File: src/rtl/pow_pkg.sv
// Shared types for the modular exponentiation unit and its multiplier.
package pow_pkg;

   // Top-level sequencing: reduce the base, then LSB-first square-and-multiply.
   typedef enum logic [2:0] {
      IDLE,
      REDUCE,
      MUL_A,
      MUL_X,
      DONE
   } pow_state_t;

   // Interleaved multiplier: idle, or stepping through multiplier bits.
   typedef enum logic {
      M_IDLE,
      M_RUN
   } mult_state_t;

endpackage

File: src/rtl/mod_mult.sv
// Sequential interleaved modular multiplier: p = a*b mod m in exactly W cycles.
// The start cycle already performs the first (MSB) step from the port operands,
// so a new multiply can be chained on the cycle that 'done' is seen.
// m is W+1 bits so that 2^W (wrap-around mode) is representable; a must be < m.
module mod_mult
   import pow_pkg::*;
#(
   parameter int W = 16
) (
   input  logic         clk,
   input  logic         rst,
   input  logic         start,
   input  logic         clear,
   input  logic [W-1:0] a,
   input  logic [W-1:0] b,
   input  logic [W:0]   m,
   output logic         done,
   output logic [W-1:0] p
);

   localparam int CW = $clog2(W);

   mult_state_t   ms, ms_nx;
   logic [CW-1:0] cnt, cnt_nx;
   logic [W:0]    acc, acc_nx;
   logic [W:0]    a_q, a_nx;
   logic [W:0]    m_q, m_nx;
   logic [W-1:0]  b_q, b_nx;
   logic          done_nx;

   // One interleaved step: r = 2r mod m, then r = r + a mod m when the bit is set.
   // With r, a < m <= 2^W every intermediate fits in W+1 bits.
   function automatic logic [W:0] step(input logic [W:0] r, input logic [W:0] ad,
                                       input logic [W:0] md, input logic bit_i);
      logic [W:0] t;
      t = r << 1;
      if (t >= md) t = t - md;
      if (bit_i)   t = t + ad;
      if (t >= md) t = t - md;
      return t;
   endfunction

   // Next-state and datapath: clear beats start, start beats an ongoing run.
   always_comb begin
      ms_nx   = ms;
      cnt_nx  = cnt;
      acc_nx  = acc;
      a_nx    = a_q;
      b_nx    = b_q;
      m_nx    = m_q;
      done_nx = 1'b0;
      if (clear) begin
         ms_nx  = M_IDLE;
         cnt_nx = '0;
         acc_nx = '0;
      end else if (start) begin
         ms_nx  = M_RUN;
         a_nx   = {1'b0, a};
         m_nx   = m;
         b_nx   = b << 1;
         cnt_nx = CW'(W - 1);
         acc_nx = step('0, {1'b0, a}, m, b[W-1]);
      end else if (ms == M_RUN) begin
         acc_nx = step(acc, a_q, m_q, b_q[W-1]);
         b_nx   = b_q << 1;
         cnt_nx = cnt - CW'(1);
         if (cnt == CW'(1)) begin
            ms_nx   = M_IDLE;
            done_nx = 1'b1;
         end
      end
   end

   // State and datapath registers.
   always_ff @(posedge clk or posedge rst) begin
      if (rst) begin
         ms   <= M_IDLE;
         cnt  <= '0;
         acc  <= '0;
         a_q  <= '0;
         b_q  <= '0;
         m_q  <= '0;
         done <= 1'b0;
      end else begin
         ms   <= ms_nx;
         cnt  <= cnt_nx;
         acc  <= acc_nx;
         a_q  <= a_nx;
         b_q  <= b_nx;
         m_q  <= m_nx;
         done <= done_nx;
      end
   end

   assign p = acc[W-1:0];

endmodule

File: src/rtl/mod_pow_unit.sv
// Modular exponentiation engine: result = base^exp mod modulus (modulus 0 = 2^W).
// LSB-first square-and-multiply on top of the interleaved multiplier; the base is
// first reduced as 1*base mod m so every multiplicand stays below m.
module mod_pow_unit
   import pow_pkg::*;
#(
   parameter int W = 16,
   parameter int E = 8
) (
   input  logic         clk,
   input  logic         rst,
   input  logic         in_valid,
   output logic         in_ready,
   input  logic [W-1:0] base,
   input  logic [E-1:0] exp,
   input  logic [W-1:0] modulus,
   input  logic         abort,
   output logic         out_valid,
   input  logic         out_ready,
   output logic [W-1:0] result
);

   localparam logic [W:0]   M_WRAP = {1'b1, {W{1'b0}}};
   localparam logic [W-1:0] ONE    = W'(1);

   pow_state_t   state, state_nx;
   logic [E-1:0] n, n_nx;
   logic [W-1:0] a_r, a_nx;
   logic [W-1:0] x_r, x_nx;
   logic [W-1:0] base_r, base_nx;
   logic [W:0]   mod_r, mod_nx;
   logic [W-1:0] res_nx;
   logic         kick, kick_nx;

   logic         mu_start, mu_clear, mu_done;
   logic [W-1:0] mu_a, mu_b, mu_p;
   logic [W-1:0] a_upd, x_upd;

   mod_mult #(.W(W)) u_mult (
      .clk   (clk),
      .rst   (rst),
      .start (mu_start),
      .clear (mu_clear),
      .a     (mu_a),
      .b     (mu_b),
      .m     (mod_r),
      .done  (mu_done),
      .p     (mu_p)
   );

   // FSM next-state, loop decision and multiplier operand selection.
   // 'kick' launches the reduction one cycle after accept; every later multiply
   // is chained on the cycle the previous one reports done.
   always_comb begin
      state_nx = state;
      n_nx     = n;
      a_nx     = a_r;
      x_nx     = x_r;
      base_nx  = base_r;
      mod_nx   = mod_r;
      res_nx   = result;
      kick_nx  = 1'b0;
      mu_start = 1'b0;
      mu_clear = 1'b0;
      mu_a     = a_r;
      mu_b     = x_r;
      // Value of a / x once the multiply that just finished is written back.
      a_upd    = (state == MUL_A) ? mu_p : a_r;
      x_upd    = (state == MUL_A) ? x_r  : mu_p;
      case (state)
         IDLE: begin
            if (in_valid) begin
               base_nx = base;
               n_nx    = exp;
               mod_nx  = (modulus == '0) ? M_WRAP : {1'b0, modulus};
               if (modulus == ONE) begin
                  a_nx     = '0;
                  res_nx   = '0;
                  state_nx = DONE;
               end else begin
                  a_nx     = ONE;
                  kick_nx  = 1'b1;
                  state_nx = REDUCE;
               end
            end
         end
         REDUCE, MUL_A, MUL_X: begin
            if (abort) begin
               state_nx = IDLE;
               mu_clear = 1'b1;
            end else if (kick) begin
               mu_start = 1'b1;
               mu_a     = ONE;
               mu_b     = base_r;
            end else if (mu_done) begin
               a_nx = a_upd;
               x_nx = x_upd;
               if (n == '0) begin
                  state_nx = DONE;
                  res_nx   = a_upd;
               // The current bit is consumed once a MUL_A has run for it.
               end else if (n[0] && (state != MUL_A)) begin
                  state_nx = MUL_A;
                  mu_start = 1'b1;
                  mu_a     = a_upd;
                  mu_b     = x_upd;
               end else begin
                  n_nx = n >> 1;
                  if ((n >> 1) != '0) begin
                     state_nx = MUL_X;
                     mu_start = 1'b1;
                     mu_a     = x_upd;
                     mu_b     = x_upd;
                  end else begin
                     state_nx = DONE;
                     res_nx   = a_upd;
                  end
               end
            end
         end
         DONE: begin
            // Abort and consume both return to IDLE; abort simply wins the cycle.
            if (abort || out_ready) state_nx = IDLE;
         end
         default: state_nx = IDLE;
      endcase
   end

   // State, operand and result registers.
   always_ff @(posedge clk or posedge rst) begin
      if (rst) begin
         state  <= IDLE;
         n      <= '0;
         a_r    <= '0;
         x_r    <= '0;
         base_r <= '0;
         mod_r  <= '0;
         result <= '0;
         kick   <= 1'b0;
      end else begin
         state  <= state_nx;
         n      <= n_nx;
         a_r    <= a_nx;
         x_r    <= x_nx;
         base_r <= base_nx;
         mod_r  <= mod_nx;
         result <= res_nx;
         kick   <= kick_nx;
      end
   end

   assign in_ready  = (state == IDLE);
   assign out_valid = (state == DONE);

endmodule

File: config.mk
export PLATFORM = sky130hd
export DESIGN_NAME = mod_pow_unit
export DESIGN_NICKNAME = d
export VERILOG_FILES = /design/src/rtl/pow_pkg.sv /design/src/rtl/mod_mult.sv /design/src/rtl/mod_pow_unit.sv
export SDC_FILE = /design/constraint.sdc
export NUM_CORES = 1
export LEC_CHECK = 0
export ABC_AREA = 1
export CORE_AREA = 2 2 159 161
export DETAILED_ROUTE_END_ITERATION = 6
export DIE_AREA = 0 0 161 163
export PLACE_DENSITY = 0.83
export SLEW_MARGIN = 20
export SYNTH_ARGS = -nofsm -noshare
export SYNTH_HDL_FRONTEND = slang
export SYNTH_SLANG_ARGS = --single-unit
File: constraint.sdc
create_clock -name clk -period 5.5 [get_ports clk]
set_input_delay 1.1 -clock clk [delete_from_list [all_inputs] [get_ports clk]]
set_output_delay 1.1 -clock clk [all_outputs]
set_load 0.005 [all_outputs]
==> flow_metrics.tcl, run 1 <==
set metrics [dict create \
    whs_endpoint "base_r[6]$_DFFE_PP0P_" \
    min_period_ns 5.33 \
    initial_utilization_pct 54.0 \
    worstMarginPinSlew_ns 1.11 \
    required_ns 5.87 \
    design.die.area_um2 26200 \
    postCtsHoldBufs 0 \
    hpwl_mm 34.9 \
    routed_via_density 5.80 \
    final_nets 2317 \
    grt_start_max_net_pins 164 \
    hp-class "flip-flop to flip-flop" \
    numCtsBuffers 17 \
    synth_cells 1997 \
    crit_slowest_cell "clkdlybuf4s50_1" \
    wirelength_mm 46.0 \
    worstReg2RegStart "mod_r[0]$_DFFE_PP0P_" \
    regToRegSetupSlack_ns 0.20 \
    num_antenna_cells 0 \
    slowest_delay_ns 0.47 \
    clock_latency_ns 0.44 \
    finalClockSkew_ns 0.0228 \
    synth_cell_types 50 \
    synth_top_area_share_pct 30.6 \
    num_io_pins 63 \
    finalSetupViolCount 0 \
    grt_remaining_overflow 0 \
    drc 0 \
    synth_edf_count 0 \
    r2r-end "u_mult.acc[13]$_DFFE_PP0P_" \
    max_cap_violations 0 \
    yosysSeqAreaShare_pct 30.6 \
    layout_common_cells "nand2_1 (620), inv_1 (203), o21ai_0 (169)" \
    slew_viol_final 0 \
    rows 58 \
    async_flop_share_pct 100 \
    start_kind "input port" \
    hold_viol 0 \
    drt_first_pass_iters 6 \
    drtIter0Drc 1726 \
    core_um2 24700 \
    cts.clk_slew.worst_paths_ns 0.07 \
    drive_gt1_share_pct 16.6 \
    fin_crit_sh_pct 97.0 \
    ant_nets 0 \
    slew_headroom_pct 25.8 \
    antenna_found_initial 1 \
    clock_sinks 163 \
    die_y_um 163 \
    place_ws_ns -0.161 \
    hold_start "base_r[6]$_DFFE_PP0P_" \
    cts-root-buf "clkbuf_16" \
    ys_seq_elements 163 \
    io_buffer_count 62 \
    path_class "input port to flip-flop" \
    cp_common_cell "nand2_1" \
    critPathArrivalTime_ns 5.70 \
    grt_pass1_wl_mm 70.5 \
    area_growth_pct 25.4 \
    final_common_cell "nand2_1" \
    synth_nets 2134 \
    timing.fmax_mhz 187 \
    ys.flop_type "dfrtp_1" \
    vias 14646 \
    grt_pass1_vias 13605 \
    synth.cell_area_um2 13300 \
    end_kind "flip-flop" \
    synth_area_leaders "dfrtp_1 (31%), nand2_1 (18%), ha_1 (8.2%)" \
    rr_worst_depth 37 \
    place_congestion 1.03 \
    yosys_warnings 0 \
    worstPathMaxFanout 12 \
    die_w_um 161 \
    hold_depth 2 \
    h-tree-depth 4 \
    wl_per_cell_um 18.2 \
    ctsLongestPathBuffers 2 \
    status "finished clean" \
    avgSynthCellArea_um2 6.67 \
    setup_ws_ns 0.166 \
    cts_tree "done" \
    grt_usage_pct 34.2 \
    synth_top_cell_by_area "dfrtp_1" \
]
## routing by layer
| layer | GRT usage [%] | up-vias | routed length [um] |
|---|---|---|---|
| met4 | 16.7 | 2 | 2140 |
| met5 | 0 | - | 9 |
| li1 | - | 6946 | - |
| met1 | 45.5 | 6797 | 18700 |
| met3 | 3.62 | 147 | 3860 |
| met2 | 56.0 | 754 | 21300 |
## through the flow
| stage | hold WS, ns | TNS (ns) | utilization, % | cells | cell area [um2] |
|---|---|---|---|---|---|
| 3_3_place_gp | 0.456 | -0.995 | 61.8 | 2475 | 15200 |
| 2_1_floorplan | 0.434 | 0 | - | 1997 | 13300 |
| 4_1_cts | 0.479 | 0 | 64.4 | 2508 | 15900 |
| 6_report | 0.475 | 0 | 67.7 | 2523 | 16700 |
| 5_1_grt | 0.500 | -0.379 | 67.7 | 2523 | 16700 |
| 3_5_place_dp | 0.460 | -1.84 | 61.8 | 2475 | 15200 |
## layout make-up
class                   instances  area (um2)
well taps                     330         413
fillers                      2129        7980
clock inverters                13         154
flip-flops and latches        163        4080
inverters                     220         836
repair buffers                232        1990
clock buffers                  19         453
multi-input cells            1546        8770
## sequential cells by signal, indices dropped and copies added (netlist names)
register / cells
a_r: 16
base_r: 16
kick: 1
mod_r: 17
n: 8
result: 16
state: 3
u_mult.a_q: 16
u_mult.acc: 16
u_mult.b_q: 15
u_mult.cnt: 4
u_mult.done: 1
u_mult.m_q: 17
u_mult.ms: 1
x_r: 16
## cells in the mapped netlist (20+ instances only)
library cell and instances:
a31oi_1 21, dfrtp_1 163, nand2_1 631, xor2_1 35
and2_1 20, o21ai_0 181, ha_1 87, o21ai_1 36
xnor2_1 20, nor2_1 102, nand4_1 21, clkbuf_1 41
inv_1 211, a21oi_1 138, nand3_1 141
## cells by family after synthesis
kind of cell    Yosys count  synth area share, %
fa+ha+maj                92                 8.93
simple gates            968                 30.7
buf+inv                 288                 8.55
xor+xnor                 55                 3.62
mux                       3                0.235
compound gates          428                 17.4
flops                   163                 30.6
## how the worst max path moves through the flow
stage | from | to | slack [ns] | cells past startpoint
final | abort | u_mult.acc[13]$_DFFE_PP0P_ | 0.17 | 30
after global routing | mod_r[1]$_DFFE_PP0P_ | u_mult.acc[15]$_DFFE_PP0P_ | -0.13 | 37
after CTS | mod_r[0]$_DFFE_PP0P_ | u_mult.acc[11]$_DFFE_PP0P_ | 0.002 | 35
after detailed placement | abort | u_mult.acc[9]$_DFFE_PP0P_ | -0.16 | 30
after global placement | abort | u_mult.acc[15]$_DFFE_PP0P_ | -0.11 | 31
after floorplan | mod_r[1]$_DFFE_PP0P_ | u_mult.acc[8]$_DFFE_PP0P_ | 0.27 | 36
## what timing repair did
action,CTS,global route
resized for setup,8,141
cloned,0,2
setup endpoints to repair,16,16
hold endpoints to repair,0,0
buffers inserted,1,13
pin swaps,4,41
## critical path: cells and delay by family
kind,cells,cell delay [ns]
adder cells (fa/ha/maj),2,0.53
AND/OR/NAND/NOR,14,1.58
buffers and inverters,6,1.03
AO/OA/AOI/OAI,8,1.44
Power of run 1 is left out: the tool's default activity adds up to more than one toggle a clock period on the data nets, which glitch-free logic cannot reach.
==> run 2: changes to the inputs <==
Settings changed: SLEW_MARGIN 20 to 15.
==> results of run 2 <==
No change in the layout: final DEF, timing and power equal those of run 1.
Power of run 2 is left out for the same reason.
